==> config.mk <==
export PLATFORM = sky130hd
export DESIGN_NAME = s2mm_cmd_sequencer
export DESIGN_NICKNAME = d
export VERILOG_FILES = /design/src/rtl/s2mm_cmd_sequencer.sv
export SDC_FILE = /design/constraint.sdc
export NUM_CORES = 1
export LEC_CHECK = 0
export CAP_MARGIN = 20
export CORE_UTILIZATION = 40
export CTS_CLUSTER_DIAMETER = 200
export DETAILED_ROUTE_END_ITERATION = 6
export PLACE_DENSITY = 0.72
export RECOVER_POWER = 100
export SETUP_SLACK_MARGIN = 0.05
export SLEW_MARGIN = 20
export SYNTH_ARGS = -nofsm -noshare
export SYNTH_HDL_FRONTEND = slang
export SYNTH_SLANG_ARGS = --single-unit
==> constraint.sdc <==
create_clock -name clk -period 5.75 [get_ports clk]
set_input_delay 0.575 -clock clk [delete_from_list [all_inputs] [get_ports clk]]
set_output_delay 0.575 -clock clk [all_outputs]
set_load 0.1 [all_outputs]
==> src/rtl/s2mm_cmd_sequencer.sv <==
// S2MM command/status sequencer: streams fixed-size block commands around a DDR ring,
// keeps up to MAX_OUT in flight and checks every returned status in issue order.
module s2mm_cmd_sequencer #(
  parameter logic [22:0] BTT        = 23'h00_1000,
  parameter logic [31:0] BASE_ADDR  = 32'h0000_0000,
  parameter int unsigned NUM_BLOCKS = 16,
  parameter int unsigned MAX_OUT    = 2
) (
  input  logic                          clk,
  input  logic                          reset,
  input  logic                          enable,
  output logic [71:0]                   cmd_tdata,
  output logic                          cmd_tvalid,
  input  logic                          cmd_tready,
  input  logic [7:0]                    sts_tdata,
  input  logic                          sts_tvalid,
  output logic                          sts_tready,
  output logic                          busy,
  output logic                          done_pulse,
  output logic [$clog2(NUM_BLOCKS)-1:0] done_block,
  output logic [31:0]                   done_count,
  output logic                          err,
  output logic [7:0]                    err_sts
);

  localparam int unsigned IW = $clog2(NUM_BLOCKS);
  localparam int unsigned OW = $clog2(MAX_OUT + 1);
  localparam logic [IW-1:0] LAST_IDX = IW'(NUM_BLOCKS - 1);
  localparam logic [OW-1:0] MAX_CNT  = OW'(MAX_OUT);

  typedef enum logic [1:0] {
    IDLE  = 2'd0,
    ISSUE = 2'd1,
    HALT  = 2'd2
  } state_e;

  state_e          state_q, state_d;
  logic [IW-1:0]   issue_idx_q, issue_idx_d;
  logic [IW-1:0]   comp_idx_q, comp_idx_d;
  logic [3:0]      issue_tag_q, issue_tag_d;
  logic [3:0]      exp_tag_q, exp_tag_d;
  logic [OW-1:0]   outst_q, outst_d;
  logic            cmd_tvalid_q, cmd_tvalid_d;
  logic [71:0]     cmd_tdata_q, cmd_tdata_d;
  logic            sts_tready_q;
  logic            done_pulse_q, done_pulse_d;
  logic [IW-1:0]   done_block_q, done_block_d;
  logic [31:0]     done_count_q, done_count_d;
  logic            err_q, err_d;
  logic [7:0]      err_sts_q, err_sts_d;

  logic            cmd_accept, sts_fire, sts_expected, sts_ok, sts_bad;
  logic [31:0]     saddr;

  assign cmd_accept   = cmd_tvalid_q & cmd_tready;
  assign sts_fire     = sts_tvalid & sts_tready_q;
  assign sts_expected = (outst_q != '0);
  assign sts_ok       = (sts_tdata[7:4] == 4'b1000) && (sts_tdata[3:0] == exp_tag_q) && sts_expected;
  assign sts_bad      = sts_fire & ~sts_ok;
  assign saddr        = BASE_ADDR + 32'(issue_idx_q) * 32'(BTT);

  always_comb begin
    state_d      = state_q;
    issue_idx_d  = issue_idx_q;
    comp_idx_d   = comp_idx_q;
    issue_tag_d  = issue_tag_q;
    exp_tag_d    = exp_tag_q;
    outst_d      = outst_q;
    cmd_tvalid_d = cmd_tvalid_q;
    cmd_tdata_d  = cmd_tdata_q;
    done_pulse_d = 1'b0;
    done_block_d = done_block_q;
    done_count_d = done_count_q;
    err_d        = err_q;
    err_sts_d    = err_sts_q;

    // An error seen this cycle already blocks a new issue from IDLE.
    case (state_q)
      IDLE: begin
        if (err_q || sts_bad) begin
          state_d = HALT;
        end else if (enable && (outst_q < MAX_CNT)) begin
          state_d      = ISSUE;
          cmd_tvalid_d = 1'b1;
          cmd_tdata_d  = {4'h0, issue_tag_q, saddr, 8'h00, 1'b1, BTT};
        end
      end
      ISSUE: begin
        if (cmd_accept) begin
          state_d      = IDLE;
          cmd_tvalid_d = 1'b0;
          issue_idx_d  = (issue_idx_q == LAST_IDX) ? '0 : issue_idx_q + 1'b1;
          issue_tag_d  = issue_tag_q + 4'd1;
        end
      end
      HALT:    state_d = HALT;
      default: state_d = IDLE;
    endcase

    case ({cmd_accept, sts_fire && sts_expected})
      2'b10:   outst_d = outst_q + 1'b1;
      2'b01:   outst_d = outst_q - 1'b1;
      default: outst_d = outst_q;
    endcase

    if (sts_fire && sts_expected) begin
      exp_tag_d  = exp_tag_q + 4'd1;
      comp_idx_d = (comp_idx_q == LAST_IDX) ? '0 : comp_idx_q + 1'b1;
    end

    if (sts_fire && sts_ok) begin
      done_pulse_d = 1'b1;
      done_block_d = comp_idx_q;
      done_count_d = done_count_q + 32'd1;
    end

    if (sts_bad) begin
      err_d = 1'b1;
      if (!err_q) err_sts_d = sts_tdata;
    end
  end

  always_ff @(posedge clk or posedge reset) begin
    if (reset) begin
      state_q      <= IDLE;
      issue_idx_q  <= '0;
      comp_idx_q   <= '0;
      issue_tag_q  <= '0;
      exp_tag_q    <= '0;
      outst_q      <= '0;
      cmd_tvalid_q <= 1'b0;
      cmd_tdata_q  <= '0;
      sts_tready_q <= 1'b0;
      done_pulse_q <= 1'b0;
      done_block_q <= '0;
      done_count_q <= '0;
      err_q        <= 1'b0;
      err_sts_q    <= '0;
    end else begin
      state_q      <= state_d;
      issue_idx_q  <= issue_idx_d;
      comp_idx_q   <= comp_idx_d;
      issue_tag_q  <= issue_tag_d;
      exp_tag_q    <= exp_tag_d;
      outst_q      <= outst_d;
      cmd_tvalid_q <= cmd_tvalid_d;
      cmd_tdata_q  <= cmd_tdata_d;
      sts_tready_q <= 1'b1;
      done_pulse_q <= done_pulse_d;
      done_block_q <= done_block_d;
      done_count_q <= done_count_d;
      err_q        <= err_d;
      err_sts_q    <= err_sts_d;
    end
  end

  assign cmd_tdata  = cmd_tdata_q;
  assign cmd_tvalid = cmd_tvalid_q;
  assign sts_tready = sts_tready_q;
  assign busy       = (state_q != IDLE) || (outst_q != '0);
  assign done_pulse = done_pulse_q;
  assign done_block = done_block_q;
  assign done_count = done_count_q;
  assign err        = err_q;
  assign err_sts    = err_sts_q;

endmodule

# Yosys cells after proc, flatten, opt, wreduce, memory -nomap -nowiden
# Index checks and enable logic that the tools add are counted.
# W data, S select, Z words.
[totals]
register_bits = 78
inputBits = 13
output_inout_bits = 121
word_cells = 69
[op_classes]
add_sub_neg = 7
order_cmp = 1
n_eq_ne = 12
muxes = 12
bitwise_logic = 6
reduce_logical = 17
[ops]
columns = ["op", "n"]
rows = [
  ["$add A32 B1 Y32 const B", 1],
  ["$add A4 B1 Y4 const B", 4],
  ["$eq A4 B4 Y1 const B", 3],
  ["$mux W4", 2],
  ["$reduce_bool A2 Y1", 4],
  ["$mux W2", 3],
  ["$ne A2 B2 Y1 const B", 3],
  ["$pmux W2 S3", 1],
  ["$reduce_and A2 Y1", 3],
  ["$logic_and A1 B1 Y1", 5],
  ["$eq A2 B1 Y1 const B", 2],
  ["$eq A2 B2 Y1 const B", 2],
  ["$eq A4 B4 Y1", 1],
  ["$mux W1", 4],
  ["$pmux W2 S2", 1],
  ["$reduce_and A4 Y1", 1],
  ["$and A1 B1 Y1", 3],
  ["$ne A3 B3 Y1 const B", 1],
  ["$not A1 Y1", 3],
  ["$reduce_and A3 Y1", 1],
  ["$add A2 B1 Y2 const B", 1],
  ["$logic_not A2 Y1", 1],
  ["$logic_or A1 B1 Y1", 2],
  ["$lt A2 B2 Y1 const B", 1],
  ["2 further kinds", 2],
]

# Logic depth before layout (Yosys ltp)
[logic_depth]
depth_word = 8
depth_mapped = 8
depth_no_buf = 7

# Least setup slack after synthesis
# OpenSTA, ideal clock, no wires.
[synth_timing]
kind = "register to register"
from = "reg done_count_q[6] (netlist: done_count[6])"
to = "reg done_count_q[27] (netlist: done_count[27])"
setup_ps = 163
t_arrival_ps = 2672
t_required_ps = 5587
setup_slack_ps = 2914
path_stages_with_launch = 8
n_path_buf = 2
synth_period_minus_slack_ps = 2836
path_cell_list = "dfrtp_1 nand4_1 or4_1 buf_2 or3_1 buf_6 nor4_4 xor2_1"
[synth_via]
elab_chain_len = 1
[synth_lines]
columns = ["item", "line_no", "source"]
rows = [
  ["from (decl)", "48", "logic [31:0] done_count_q, done_count_d;"],
  ["from (signal assigned)", "151", "done_count_q <= done_count_d;"],
  ["$add A32 B1 Y32", "114", "done_count_d = done_count_q + 32'd1;"],
]
# Every way passes these cells.
# A chain may end at the register's enable or synchronous reset.

# Worst setup path in the final report
[layout_timing]
from = "in sts_tvalid"
to = "reg done_count_q[8] (netlist: done_count[8])"
[layout_via]
elab_chain_len = 2
[layout_lines]
columns = ["item", "line_no", "source"]
rows = [
  ["from (decl)", "16", "input logic sts_tvalid,"],
  ["$and A1 B1 Y1", "56", "assign sts_fire = sts_tvalid & sts_tready_q;"],
  ["$logic_and A1 B1 Y1", "111", "if (sts_fire && sts_ok) begin"],
]
# Every way passes these cells.

==> impl_metrics.tcl <==
set metrics [dict create \
    final-setup-viol-count 0 \
    antenna_found_initial 0 \
    p_comb_frac 0.181 \
    initial_core_util 0.414 \
    numCtsBuffers 9 \
    cts_tree "done" \
    path_common_cell "nand3_1" \
    synth-async-reset-ratio 1.00 \
    synth_edf_count 0 \
    skew_ns 0.0108 \
    ant_nets 0 \
    setup_tns_ns 0 \
    hp-class "flip-flop to flip-flop" \
    final_nets 435 \
    cap_violations 0 \
    max_stage_delay_ns 0.76 \
    port_buffers 71 \
    min_period_ns 2.85 \
    grt_pass1_wl_mm 11.2 \
    path_clk_slew_ns 0.08 \
    drtIter0Drc 53 \
    area_growth_pct 19.4 \
    rsz0062_at_grt "false" \
    slew_headroom 0.232 \
    syn_avg_cell_area_um2 11.2 \
    power_uw 1120 \
    core_area_um2 9240 \
    p_seq_frac 0.485 \
    first_global_vias 2409 \
    clkLatencyLatePin_ns 0.36 \
    critical-path-top-delay-family "simple AND/OR/NAND/NOR gates" \
    syn_inst 341 \
    grt-ovfl-total 0 \
    drt_pass1_iterations 4 \
    holdBufCountCts 0 \
    grt_max_degree 78 \
    rows 35 \
    drc 0 \
    seq_area_frac_synth 0.504 \
    grt_use_total 0.145 \
    vias_per_cell 4.51 \
    p_int_uw 712 \
    reg2reg_depth 7 \
    vias 2478 \
    drive_above_1_share 0.107 \
    yosys_warnings 0 \
    ir_worst_vdd_mv 0.166 \
    hpwlAfterDp_mm 4.93 \
    clock_path_buffers 2 \
    path_cells "dlygate4sd3_1 > nand2_1 > or2_2 > inv_1 > nand3_1 > nor4_1 > nand3_1 > xnor2_1" \
    p_sw_uw 405 \
    wl_per_cell_um 12.2 \
    die_width_um 99.8 \
    gp_routability_congestion 0.755 \
    cp_slowest_cell "nor4_1" \
    dieArea_um2 9950 \
    io_pins 134 \
    wl_mm 6.68 \
    diodes 0 \
    clockPowerShare 0.335 \
    worst_pin_slew_ns 1.14 \
    cts_setup_buffers 0 \
    worstSetupEndpointType "flip-flop" \
    critPathMaxFanout 12 \
    power.leakage_uw 0.00232 \
    crit_type "input pin to flip-flop" \
    required_ns 5.99 \
    root_buffer "clkbuf_8" \
    die_h_um 99.8 \
    max_freq_ghz 0.351 \
    holdPathStages 1 \
    timing.final.crit_share 0.495 \
    cts_htree_levels 3 \
    power_density_nw_per_um2 245 \
    crit_buf_inv 2 \
    ys_ff_latch 77 \
    utilization 0.494 \
    ys.flop_type "dfrtp_1" \
    synth.distinct_cells 34 \
    hold_viol_final 0 \
    cp_data_arrival_time_ns 3.08 \
    synthesis.area_um2 3820 \
    ctsResizeCount 0 \
    switching_share 0.363 \
    cp-start-kind "input pin" \
    worst-path-stages 8 \
    cts_num_sinks 77 \
    status "complete, no violations" \
    drv_slew 0 \
]
-- area by class of cell --
cell class                      count  area [µm²]
Fill cell                         857        4680
Sequential cell                    77        1930
Multi-Input combinational cell    245        1530
Timing Repair Buffer               72         718
Tap cell                          129         161
Clock buffer                        9         124
Clock inverter                      7        57.6
Inverter                           11        41.3
-- registers in the layout, indices dropped and copies added, names as in the netlist --
| signal | count |
|---|---|
| issue_tag_q | 4 |
| comp_idx_q | 4 |
| state_q | 2 |
| err | 1 |
| done_count | 32 |
| err_sts | 8 |
| outst_q | 2 |
| sts_tready | 1 |
| done_block | 4 |
| cmd_tvalid | 1 |
| issue_idx_q | 4 |
| done_pulse | 1 |
| cmd_tdata | 9 |
| exp_tag_q | 4 |
-- cell usage after synthesis, types with 2 or more instances --
cell	instances	area share
and3_1	2	0.0033
xnor2_1	31	0.071
nor3_2	3	0.0079
or3_1	3	0.0049
dfrtp_1	77	0.50
or2_2	3	0.0049
nor4_4	2	0.011
nand2_1	28	0.027
a21o_1	2	0.0039
nand4_1	12	0.020
nor4_1	3	0.0049
xor2_1	15	0.034
a21oi_1	2	0.0026
buf_4	63	0.12
conb_1	2	0.0020
nor2_1	7	0.0069
clkbuf_1	4	0.0039
mux2_2	23	0.068
nand3_1	12	0.016
inv_1	11	0.011
nor3_1	13	0.017
ha_1	6	0.020
o21ai_0	6	0.0079
-- kinds of logic after synthesis --
kind of cell	after synthesis	share of synthesized area
xor+xnor	46	0.105
other cells	2	0.00196
buf+inv	80	0.143
compound gates	14	0.0245
fa+ha+maj	6	0.0196
flops	77	0.504
simple gates	93	0.134
mux	23	0.0678
-- power groups by stage --
stage	Combinational (µW)	Clock, µW	Sequential [µW]
after CTS	203	389	542
after detailed placement	203	0	552
after global placement	203	0	552
after global routing	209	410	542
final	202	374	541
after floorplan	219	0	555
-- worst paths after layout --
kind	startpoint	to	slack [ns]
setup / recovery	sts_tvalid	done_count[8]	2.90
hold / removal	done_count[31]	done_count[31]	0.48
setup reg to reg	sts_tready	done_count[8]	3.28
hold reg to reg	done_count[31]	done_count[31]	0.48
max in group asynchronous	reset	done_block[1]	4.18
min in group asynchronous	reset	done_count[8]	0.96
-- metal layers --
layer / share of wire / vias to the layer above / track usage
met4: 0.015 / 0 / 0.0532
met5: 0 / - / 0
met3: 0.081 / 11 / 0.0569
li1: - / 1168 / -
met2: 0.48 / 103 / 0.241
met1: 0.43 / 1196 / 0.170
-- cell usage in the layout, fill, tap and decap left out, types with 3 or more instances in the layout --
cell	netlist	routed
dfrtp_1	77	77
dlygate4sd3_1	0	64
conb_1	2	63
xnor2_1	31	31
nand2_1	28	28
mux2_2	23	23
nor3_1	13	16
xor2_1	15	15
nand4_1	12	12
nand3_1	12	12
inv_1	11	10
clkbuf_8	0	9
nor2_1	7	7
clkdlybuf4s50_1	0	7
o21ai_0	6	6
ha_1	6	6
nor4_1	3	5
or2_2	3	3
or3_1	3	3
clkinvlp_4	0	3
inv_6	0	3
-- stage by stage --
stage | worst slack, ns | cells | area (µm²) | hold WS, ns
3_3_place_gp | 2.65 | 534 | 4430 | 0.468
6_report | 2.90 | 550 | 4560 | 0.478
5_1_grt | 2.64 | 550 | 4560 | 0.512
3_5_place_dp | 2.59 | 534 | 4430 | 0.478
2_1_floorplan | 2.91 | 402 | 4050 | 0.440
4_1_cts | 2.96 | 550 | 4610 | 0.489
(Power assumes the default switching activity.)
